File: src/rtl/serial_subtractor.sv
// Bit-serial unsigned subtractor: one full-subtractor cell, LSB first, with a
// second serial pass that forms |A - B| when the result is negative.
module serial_subtractor #(
  parameter int unsigned WIDTH = 4
) (
  input  logic             i_clk,
  input  logic             i_reset_n,
  input  logic             i_start,
  input  logic [WIDTH-1:0] i_a,
  input  logic [WIDTH-1:0] i_b,
  output logic             o_busy,
  output logic             o_done,
  output logic [WIDTH-1:0] o_diff,
  output logic             o_borrow,
  output logic             o_neg,
  output logic [WIDTH-1:0] o_mag
);

  localparam int unsigned CNT_W = (WIDTH > 1) ? $clog2(WIDTH) : 1;

  typedef enum logic [1:0] {
    IDLE = 2'd0,
    SUB  = 2'd1,
    NEG  = 2'd2,
    DONE = 2'd3
  } state_t;

  state_t             state;
  state_t             state_next;

  logic [WIDTH-1:0]   a_sh;
  logic [WIDTH-1:0]   b_sh;
  logic [WIDTH-1:0]   res_sh;
  logic [WIDTH-1:0]   diff_raw;
  logic [CNT_W-1:0]   cnt;
  logic               br;
  logic               seen_one;

  logic               a0;
  logic               b0;
  logic               d;
  logic               br_next;
  logic               neg_bit;
  logic               last;
  logic [WIDTH-1:0]   sub_word;
  logic [WIDTH-1:0]   neg_word;

  // Full-subtractor cell and the serial two's-complement bit.
  always_comb begin
    a0       = a_sh[0];
    b0       = b_sh[0];
    d        = a0 ^ b0 ^ br;
    br_next  = (~a0 & b0) | (~(a0 ^ b0) & br);
    neg_bit  = seen_one ? ~res_sh[0] : res_sh[0];
    last     = (cnt == CNT_W'(WIDTH - 1));
    sub_word = {d, res_sh[WIDTH-1:1]};
    neg_word = {neg_bit, res_sh[WIDTH-1:1]};
  end

  // State register.
  always_ff @(posedge i_clk or negedge i_reset_n) begin
    if (!i_reset_n) begin
      state <= IDLE;
    end else begin
      state <= state_next;
    end
  end

  // Next-state logic.
  always_comb begin
    state_next = state;
    case (state)
      IDLE: if (i_start) state_next = SUB;
      SUB:  if (last) state_next = br_next ? NEG : DONE;
      NEG:  if (last) state_next = DONE;
      DONE: state_next = IDLE;
      default: state_next = IDLE;
    endcase
  end

  // Status flags track the state being entered so they are registered.
  always_ff @(posedge i_clk or negedge i_reset_n) begin
    if (!i_reset_n) begin
      o_busy <= 1'b0;
      o_done <= 1'b0;
    end else begin
      o_busy <= (state_next != IDLE);
      o_done <= (state_next == DONE);
    end
  end

  // Serial datapath and result registers.
  always_ff @(posedge i_clk or negedge i_reset_n) begin
    if (!i_reset_n) begin
      a_sh     <= '0;
      b_sh     <= '0;
      res_sh   <= '0;
      diff_raw <= '0;
      cnt      <= '0;
      br       <= 1'b0;
      seen_one <= 1'b0;
      o_diff   <= '0;
      o_borrow <= 1'b0;
      o_neg    <= 1'b0;
      o_mag    <= '0;
    end else begin
      case (state)
        IDLE: begin
          if (i_start) begin
            a_sh <= i_a;
            b_sh <= i_b;
            br   <= 1'b0;
            cnt  <= '0;
          end
        end
        SUB: begin
          a_sh   <= a_sh >> 1;
          b_sh   <= b_sh >> 1;
          res_sh <= sub_word;
          br     <= br_next;
          if (last) begin
            cnt      <= '0;
            seen_one <= 1'b0;
            diff_raw <= sub_word;
            if (!br_next) begin
              o_diff   <= sub_word;
              o_borrow <= 1'b0;
              o_neg    <= 1'b0;
              o_mag    <= sub_word;
            end
          end else begin
            cnt <= cnt + CNT_W'(1);
          end
        end
        NEG: begin
          // Bits up to the first 1 pass through, later bits are inverted.
          res_sh   <= neg_word;
          seen_one <= seen_one | res_sh[0];
          if (last) begin
            cnt      <= '0;
            o_diff   <= diff_raw;
            o_borrow <= 1'b1;
            o_neg    <= 1'b1;
            o_mag    <= neg_word;
          end else begin
            cnt <= cnt + CNT_W'(1);
          end
        end
        DONE: begin
          cnt <= '0;
        end
        default: begin
          cnt <= '0;
        end
      endcase
    end
  end

endmodule

File: config.mk
export PLATFORM = sky130hd
export DESIGN_NAME = serial_subtractor
export DESIGN_NICKNAME = d
export VERILOG_FILES = /design/src/rtl/serial_subtractor.sv
export SDC_FILE = /design/constraint.sdc
export NUM_CORES = 1
export LEC_CHECK = 0
export ABC_AREA = 1
export CORE_MARGIN = 2
export CORE_UTILIZATION = 57
export DETAILED_ROUTE_END_ITERATION = 8
export PLACE_DENSITY = 0.88
export SYNTH_ARGS = -nofsm -noshare
export SYNTH_HDL_FRONTEND = slang
export SYNTH_SLANG_ARGS = --single-unit
File: constraint.sdc
create_clock -name i_clk -period 2.4 [get_ports i_clk]
set_input_delay 0.48 -clock i_clk [delete_from_list [all_inputs] [get_ports i_clk]]
set_output_delay 0.48 -clock i_clk [all_outputs]
set_load 0.01 [all_outputs]
==> results of run 1 <==
[worst max-delay path by stage]
stage / to / cells past startpoint
CTS: o_diff[1] / 8
floorplan: o_mag[0] / 7
global route: o_diff[1] / 8
detailed placement: o_diff[1] / 8
finish: o_diff[1] / 8
global placement: o_mag[2] / 8
[power by group]
part           switching [mW]  internal (mW)  leakage, nW
logic                   0.688          0.451        0.474
registers               0.129          0.800        0.424
clock network           0.176          0.111       0.0320
[per-layer routing]
layer | up-vias | part of all wire [%] | track usage (%)
li1 | 623 | - | -
met1 | 568 | 42 | 26.42
met2 | 32 | 51 | 35.63
met3 | 6 | 5.9 | 6.512
met4 | 0 | 1.8 | 9.184
met5 | - | 0 | 0
[cell usage after synthesis]
library cell / instances / area [µm²]
buf_4: 1 / 7.510
nand3_1: 5 / 25.02
nand2_1: 68 / 255.2
ha_1: 5 / 62.56
dfrtp_1: 33 / 825.8
clkbuf_1: 1 / 3.750
a21oi_1: 8 / 40.04
buf_2: 3 / 15.01
buf_6: 2 / 22.52
o21ai_1: 5 / 25.02
nand4_1: 1 / 6.260
o21ai_0: 19 / 95.09
inv_2: 1 / 3.750
nand2_2: 3 / 18.77
fa_1: 1 / 20.02
o21ai_2: 1 / 8.760
nor2_1: 6 / 22.52
inv_1: 22 / 82.58
[layout make-up]
type | count | area, µm²
Clock buffer | 6 | 41.29
Clock inverter | 2 | 10.01
Fill cell | 202 | 714.4
Inverter | 23 | 86.33
Multi-Input combinational cell | 122 | 579.3
Sequential cell | 33 | 825.8
Tap cell | 30 | 37.54
Timing Repair Buffer | 23 | 227.7
[logic make-up after synthesis]
logic type | Yosys count | share of synthesized area, %
DFF | 33 | 53.61
buffers and inverters | 30 | 8.773
AOI/OAI and AO/OA | 33 | 10.97
adders and majority gates | 6 | 5.362
and+or+nand+nor | 83 | 21.28
[worst max-delay path, stage by stage, from the launching register on]
cell and delay, ns:
dfrtp_1 0.42, inv_1 0.09, ha_1 0.45, inv_2 0.19, nand2_2 0.12, nand2_1 0.06, nand2_2 0.20, nand2_1 0.10
nand2_1 0.10
[cells in the final DEF (no fill, tap or decap)]
master,count
nor2_1,6
nand2_2,3
dfrtp_1,33
o21ai_0,19
buf_4,1
a21oi_1,8
clkbuf_1,1
clkbuf_4,5
inv_1,22
nand2_1,68
nand3_1,5
fa_1,1
clkinv_2,2
ha_1,5
clkdlybuf4s50_1,22
nand4_1,1
o21ai_1,5
inv_2,1
o21ai_2,1
[sequential cells by signal, indices dropped and copies added, names as in the netlist]
register and cells:
o_neg 1, o_mag 4, a_sh 4, o_busy 1
br 1, diff_raw 4, b_sh 4, seen_one 1
res_sh 4, o_diff 4, state 2, cnt 2
o_done 1
[metrics by stage]
stage          utilization (%)  setup WS (ns)  cell area (µm²)  total power, mW
3_5_place_dp             69.64         0.6307             1757            2.087
3_3_place_gp             69.64         0.7372             1757            2.013
2_1_floorplan                -          1.054             1540            1.728
5_1_grt                  71.68         0.4127             1808            2.584
6_report                 71.68         0.6260             1808            2.355
4_1_cts                  71.68         0.6053             1808            2.378
==> impl_metrics.tcl, run 1 <==
set metrics [dict create \
    gp_congestion 0.7976 \
    ys_types 18 \
    cts_buffer_depth 2 \
    finalCritPeriodShare_pct 73.92 \
    setup.worst_path.end_class "flop" \
    port_buffers 22 \
    required_ns 2.67 \
    gr-usage-all-layers_pct 21.67 \
    area_growth_pct 17.38 \
    wire_per_inst_um 12.14 \
    holdPathStages 2 \
    fin_nets 225 \
    post-route-min-period_ns 1.774 \
    drt_iter0_markers 52 \
    clock_latency_ns 0.33 \
    cp.arrival_ns 2.04 \
    hp-class "flop to flop" \
    r2r_slack_ns 0.63 \
    start_util_pct 61.06 \
    startpoint "state[1]" \
    cts_made_buffers 5 \
    die_y_um 55.98 \
    yosysSeqAreaShare_pct 53.61 \
    cts_setup_buffers 0 \
    postRouteAntennaNets 0 \
    grt_overflow_total 0 \
    drc 0 \
    whs_ns 0.4833 \
    wirelength_mm 2.901 \
    rr_worst_depth 8 \
    synth_area_per_cell_um2 8.326 \
    ys_ff_latch 33 \
    fp.dieArea_mm2 0.003134 \
    r2r_end "o_diff[1]" \
    vias_per_cell 5.142 \
    syn_area_mm2 0.001540 \
    fp-row-count 18 \
    dr.pass1.iters 4 \
    ctsResizeCount 0 \
    dp.final_hpwl_mm 2.187 \
    dp.cells 231 \
    crit_path_start_kind "flop" \
    n_antenna_cell 0 \
    grt_antenna_before_repair 0 \
    crit_type "flop to flop" \
    grt_pass1_vias 1226 \
    leakage_nw 0.9299 \
    route.vias.total 1229 \
    ioPinCount 23 \
    maxCapViolCount 0 \
    final_cells 239 \
    final_layout_size_suffix_gt1_share_pct 6.220 \
    crit_fanout 14 \
    clk_pin_slew_ns 0.10 \
    syn_nets 202 \
    reg2reg_from "state[1]" \
    die_w_um 55.98 \
    finalClockSkew_ns 0.005433 \
    max_slew_margin_pct 62.38 \
    hold_viol_final 0 \
    rsz0062_at_grt "no" \
    max-vdd-ir-drop_mv 0.8474 \
    drv_slew 0 \
    core_mm2 0.002522 \
    syn_inst 185 \
    status "finished, final reports clean" \
    fin_tns_setup_ns 0 \
    grt_start_max_net_pins 34 \
    numClockSinks 33 \
    worstMarginPinSlew_ns 0.5642 \
    grt_first_pass_wirelength_mm 5.292 \
    ctsHtreeMaxLevel 2 \
    root_buffer "clkbuf_4" \
    cts_tree "yes" \
    yosys_warnings 0 \
    hp-start "diff_raw[3]" \
    power.density_mw_per_mm2 1303 \
    finalSetupViolations 0 \
    hold_path_end "diff_raw[3]" \
    clock.fmax_mhz 563.7 \
    cts_hold_buf 0 \
]
No activity file was read; power rests on OpenSTA's default activity.
==> run 2: changes to the inputs <==
--- a/config.mk
+++ b/config.mk
@@ -7,9 +7,9 @@
 export LEC_CHECK = 0
 export ABC_AREA = 1
 export CORE_MARGIN = 2
-export CORE_UTILIZATION = 57
+export CORE_UTILIZATION = 53
 export DETAILED_ROUTE_END_ITERATION = 8
-export PLACE_DENSITY = 0.88
+export PLACE_DENSITY = 0.83
 export SYNTH_ARGS = -nofsm -noshare
 export SYNTH_HDL_FRONTEND = slang
 export SYNTH_SLANG_ARGS = --single-unit
==> constraint.sdc (replaced) <==
create_clock -name i_clk -period 1.8 [get_ports i_clk]
set_input_delay 0.36 -clock i_clk [delete_from_list [all_inputs] [get_ports i_clk]]
set_output_delay 0.36 -clock i_clk [all_outputs]
set_load 0.01 [all_outputs]
==> run 2 against run 1 <==
  * Cell area up 1.3%
  * Wire length is 6.9% lower
  * Sequential cell count unchanged
  * Hold slack lost 0.078 ns
  * Sequential power up 32%
  * Clock-buffer cell count is 2 higher
  * Power increased by 33%
  * Core utilization down 5.3 points
  * Final cell count up 1.7%
  * Sequential share of layout area fell by 0.59 points
  * Largest cell class unchanged
  * Highest routed layer unchanged
==> impl_metrics.tcl, run 2 (synthesis gave the netlist of run 1 again) <==
set metrics [dict create \
    status "finished, final reports clean" \
    die_y_um 57.91 \
    fp-row-count 19 \
    crit_buf_inv 1 \
    cp.arrival_ns 1.25 \
    leakage_nw 0.9377 \
    grt_first_pass_wirelength_mm 4.816 \
    finalCritPeriodShare_pct 89.57 \
    route.vias.total 1208 \
    place_area_mm2 0.001780 \
    grt_overflow_total 0 \
    max_slew_margin_pct 62.34 \
    port_buffers 22 \
    r2r_slack_ns 0.23 \
    finish.utilization_pct 66.42 \
    grt_pass1_vias 1159 \
    crit_type "flop to output pin" \
    rsz0062_at_grt "no" \
    dr.pass1.iters 4 \
    cts_made_buffers 5 \
    die_w_um 57.91 \
    finalClockSkew_ns 0.01401 \
    critPathMaxStageDelay_ns 0.54 \
    whs_ns 0.4053 \
    gp_congestion 0.8189 \
    worstMarginPinSlew_ns 0.5648 \
    cts_tree "yes" \
    cp_slowest_cell "clkdlybuf4s50_1" \
    critPathTopFamily "buffers and inverters" \
    vias_per_cell 4.971 \
    required_ns 1.44 \
    cts_hold_buf 0 \
    hp-class "input port to async pin" \
    dp.cells 235 \
    maxCapViolCount 0 \
    area_growth_pct 18.93 \
    layout_common_cells "nand2_1 (68), dfrtp_1 (33), inv_1 (22), clkdlybuf4s50_1 (22), o21ai_0 (19)" \
    start_util_pct 55.85 \
    crit_path_start_kind "flop" \
    ioPinCount 23 \
    final_layout_size_suffix_gt1_share_pct 7.075 \
    gr-usage-all-layers_pct 19.10 \
    postRouteAntennaNets 0 \
    cts_buffer_depth 2 \
    clock_latency_ns 0.33 \
    max-vdd-ir-drop_mv 1.230 \
    cts_setup_buffers 0 \
    setup_ws_ns 0.1878 \
    fp.dieArea_mm2 0.003354 \
    wire_per_inst_um 11.11 \
    hold_viol_final 0 \
    clock.fmax_mhz 620.3 \
    pre_cts_slack_ns 0.1109 \
    root_buffer "clkbuf_4" \
    fin_nets 228 \
    drc 0 \
    n_antenna_cell 0 \
    finalSetupViolations 0 \
    drt_iter0_markers 48 \
    numClockSinks 33 \
    power.density_mw_per_mm2 1714 \
    wirelength_mm 2.700 \
    final_cells 243 \
    rr_worst_depth 4 \
    ctsHtreeMaxLevel 2 \
    fin_tns_setup_ns 0 \
    power.total_mw 3.140 \
    setup.worst_path.end_class "output pin" \
    post-route-min-period_ns 1.612 \
    crit_fanout 2 \
    mostFrequentLayoutCell "nand2_1" \
    clk_pin_slew_ns 0.10 \
    drv_slew 0 \
    final_area_mm2 0.001832 \
    core_mm2 0.002758 \
    crit_chain "clkdlybuf4s50_1" \
    r2r_end "b_sh[2]" \
    reg2reg_from "state[0]" \
    dp.final_hpwl_mm 2.022 \
    grt_start_max_net_pins 34 \
    grt_antenna_before_repair 0 \
]
[run 2: cell count changes in the layout (fill, tap and decap cells not counted)]
cell	before	now
buf_4	1	4
clkbuf_1	1	3
clkinv_2	2	0
ha_1	5	4
ha_2	0	1
[run 2: worst max-delay path by stage]
stage / slack (ns) / endpoint / from / depth (start not counted)
after detailed placement: 0.11 / o_diff[0] / state[1] / 6
after CTS: 0.09 / o_diff[0] / state[1] / 6
after global placement: 0.19 / o_diff[3] / state[1] / 6
after global routing: 0.05 / o_diff[3] / state[1] / 6
final: 0.19 / o_diff[0] / o_diff[0] / 1
after floorplan: 0.45 / o_mag[0] / a_sh[0] / 7
[run 2: power by group]
group / internal [mW] / switching, mW / leakage (nW) / total [mW]
Combinational: 0.631 / 0.900 / 0.487 / 1.53
Sequential: 1.07 / 0.161 / 0.424 / 1.23
Clock: 0.155 / 0.226 / 0.0265 / 0.381
Total: 1.85 / 1.29 / 0.938 / 3.14
[run 2: worst register-to-register path, stage by stage (launching register included)]
cell	delay (ns)
dfrtp_1	0.37
inv_1	0.07
ha_1	0.30
o21ai_2	0.49
o21ai_0	0.18
[run 2: area by class of cell]
| cell class | instances | area [µm²] |
|---|---|---|
| well taps | 31 | 38.79 |
| clock buffers | 8 | 48.80 |
| repair buffers | 26 | 250.2 |
| flip-flops and latches | 33 | 825.8 |
| multi-input cells | 122 | 581.8 |
| inverters | 23 | 86.33 |
| fillers | 232 | 925.9 |
[run 2: what timing repair did]
item	in CTS	in global routing
gates resized for setup	0	1
endpoints found under the hold margin	0	0
endpoints found under the setup margin	0	14
[run 2: routing by layer]
metal	share of wire (%)	wire (µm)	vias up	GRT usage (%)
met2	48	1287	33	31.98
li1	-	-	628	-
met1	45	1215	542	22.80
met5	0	0	-	0
met4	1.3	36	0	7.973
met3	5.9	159	5	6.027
==> RTL edit, RTL diff (config.mk and constraints of run 2) <==
Change the parameter `WIDTH` from 4 to 2.
--- a/src/rtl/serial_subtractor.sv
+++ b/src/rtl/serial_subtractor.sv
@@ -2,5 +2,5 @@
 // second serial pass that forms |A - B| when the result is negative.
 module serial_subtractor #(
-  parameter int unsigned WIDTH = 4
+  parameter int unsigned WIDTH = 2
 ) (
   input  logic             i_clk,
Interface: changed (resized i_a, i_b, o_diff and o_mag); port bits go from 23 to 15. The function was not compared with the original's and may differ.
==> RTL edit against run 2 <==
Synthesized area shrank 36%; highest routed layer unchanged; via count shrank 38%; wire length shrank 36%; critical path depth is the same; worst setup slack gained 0.029 ns; cell count shrank 36%; die area shrank 34%; global-route usage shrank 0.69 points; design area shrank 34%; power shrank 30%; sequential cell count shrank 13.
==> RTL edit: results (changes against run 2) <==
Setup path
  – Maximum fanout along the worst path: 3 (was 2)
  – WP data arrival: 1.22 ns (was 1.25 ns)

Drt
  – Wirelength per Cell: 11.1 microns (about the same)
  – DR iter-0 viols: 17 (was 48)
  – Via-to-Cell Ratio: 4.81 (was 4.97)

Place
  – Buffers on Ports: 14 (was 22)
  – Routability cong.: 0.858 (was 0.819)
  – Placed insts: 151 (was 235)
  – Placement Cell Area: 0.00115 sq mm (was 0.00178 sq mm)
  – DP HPWL: 1.31 mm (was 2.02 mm)

CTS
  – Worst-Skew Late Latency: 0.30 ns (was 0.33 ns)
  – H-tree Lvls: 1 (was 2)
  – Worst-path clk slew: 0.12 ns (was 0.10 ns)
  – CTS buffer count: 3 (was 5)

Power
  – Max VDD drop: 0.00102 V (was 0.00123 V)
  – Switch share: 40.7% (was 41.0%)
  – Sequential Power Share: 34.2% (was 39.1%)
  – Comb pwr: 1.09 mW (was 1.53 mW)
  – Leakage: 0.594 nW (was 0.938 nW)
  – Comb power frac: 49.2% (was 48.8%)

Global route
  – Vias in the first global route: 667 (was 1159)
  – Pin count of the biggest net entering global routing: 21 (was 34)
  – First-pass GRT wire length: 2.76 mm (was 4.82 mm)
  – Gr usage total: 18.4% (was 19.1%)

Logic synthesis
  – Sequential fraction of the synthesis area: 50.6% (was 53.6%)
  – Synth Area in Compound Gates: 10.4% (was 11.0%)
  – Post-synth net total: 125 (was 202)
  – Mapped Avg Cell Area: 8.76 sq um (was 8.33 sq um)
  – Synth Area in Adders: 7.08% (was 5.36%)
  – Distinct cells, synth: 20 (was 18)
  – Most frequent cells after synthesis: nand2_1, dfrtp_1, inv_1 (unchanged)

Status
  – Status: finished clean (unchanged)

Layout
  – Non-filler cells, final: 155 (was 243)
  – Sequential Area: 500 sq um (was 826 sq um)
  – Layout cells sized above 1: 12.3% (was 7.08%)
  – Final net count: 143 (was 228)
  – Fill cells: 136 (was 232)

Timing
  – Clock Skew: 0.00458 ns (was 0.0140 ns)
  – Worst-Margin Slew: 0.356 ns (was 0.565 ns)
## RTL edit: changes by cell type in the layout (fill, tap and decap cells not counted), sizes merged
cell           before  now
o22ai               0    1
nand2              71   44
nor2                6    1
clkbuf              8    3
or2                 0    2
bufinv              0    1
buf                 4    1
nand3               5    4
a21oi               8    1
dfrtp              33   20
o21ai              25   16
clkdlybuf4s50      22   14
inv                23   16
ha                  5    4
## RTL edit: worst paths after layout
path                                 from     endpoint  cells after the start  slack [ns]
min in group i_clk               o_mag[1]     o_mag[1]                      2        0.49
max in group asynchronous       i_reset_n  diff_raw[1]                      2        1.22
worst max register to register   state[1]    o_diff[1]                      7        0.32
worst min-delay path            i_reset_n      a_sh[0]                      2        0.38
worst max-delay path                o_neg     o_borrow                      1        0.22
worst min register to register   o_mag[1]     o_mag[1]                      2        0.49
## RTL edit: cell type report
| type | instances | share of cell area, % |
|---|---|---|
| Tap cell | 25 | 2.60 |
| Clock inverter | 1 | 2.50 |
| Timing Repair Buffer | 15 | 12.3 |
| Multi-Input combinational cell | 75 | 34.1 |
| Sequential cell | 20 | 41.6 |
| Clock buffer | 3 | 1.87 |
| Inverter | 16 | 4.99 |
## RTL edit: per-layer routing
| layer | global-route usage (%) | vias to the layer above | wire (microns) |
|---|---|---|---|
| li1 | - | 382 | - |
| met1 | 23.4 | 348 | 820 |
| met2 | 29.6 | 11 | 817 |
| met3 | 4.62 | 4 | 55 |
| met4 | 8.33 | 0 | 22 |
| met5 | 0 | - | 0 |
## RTL edit: logic make-up after synthesis
| logic type | after synthesis |
|---|---|
| buffers and inverters | 18 |
| AOI/OAI and AO/OA | 18 |
| DFF | 20 |
| and+or+nand+nor | 52 |
| adders and majority gates | 5 |
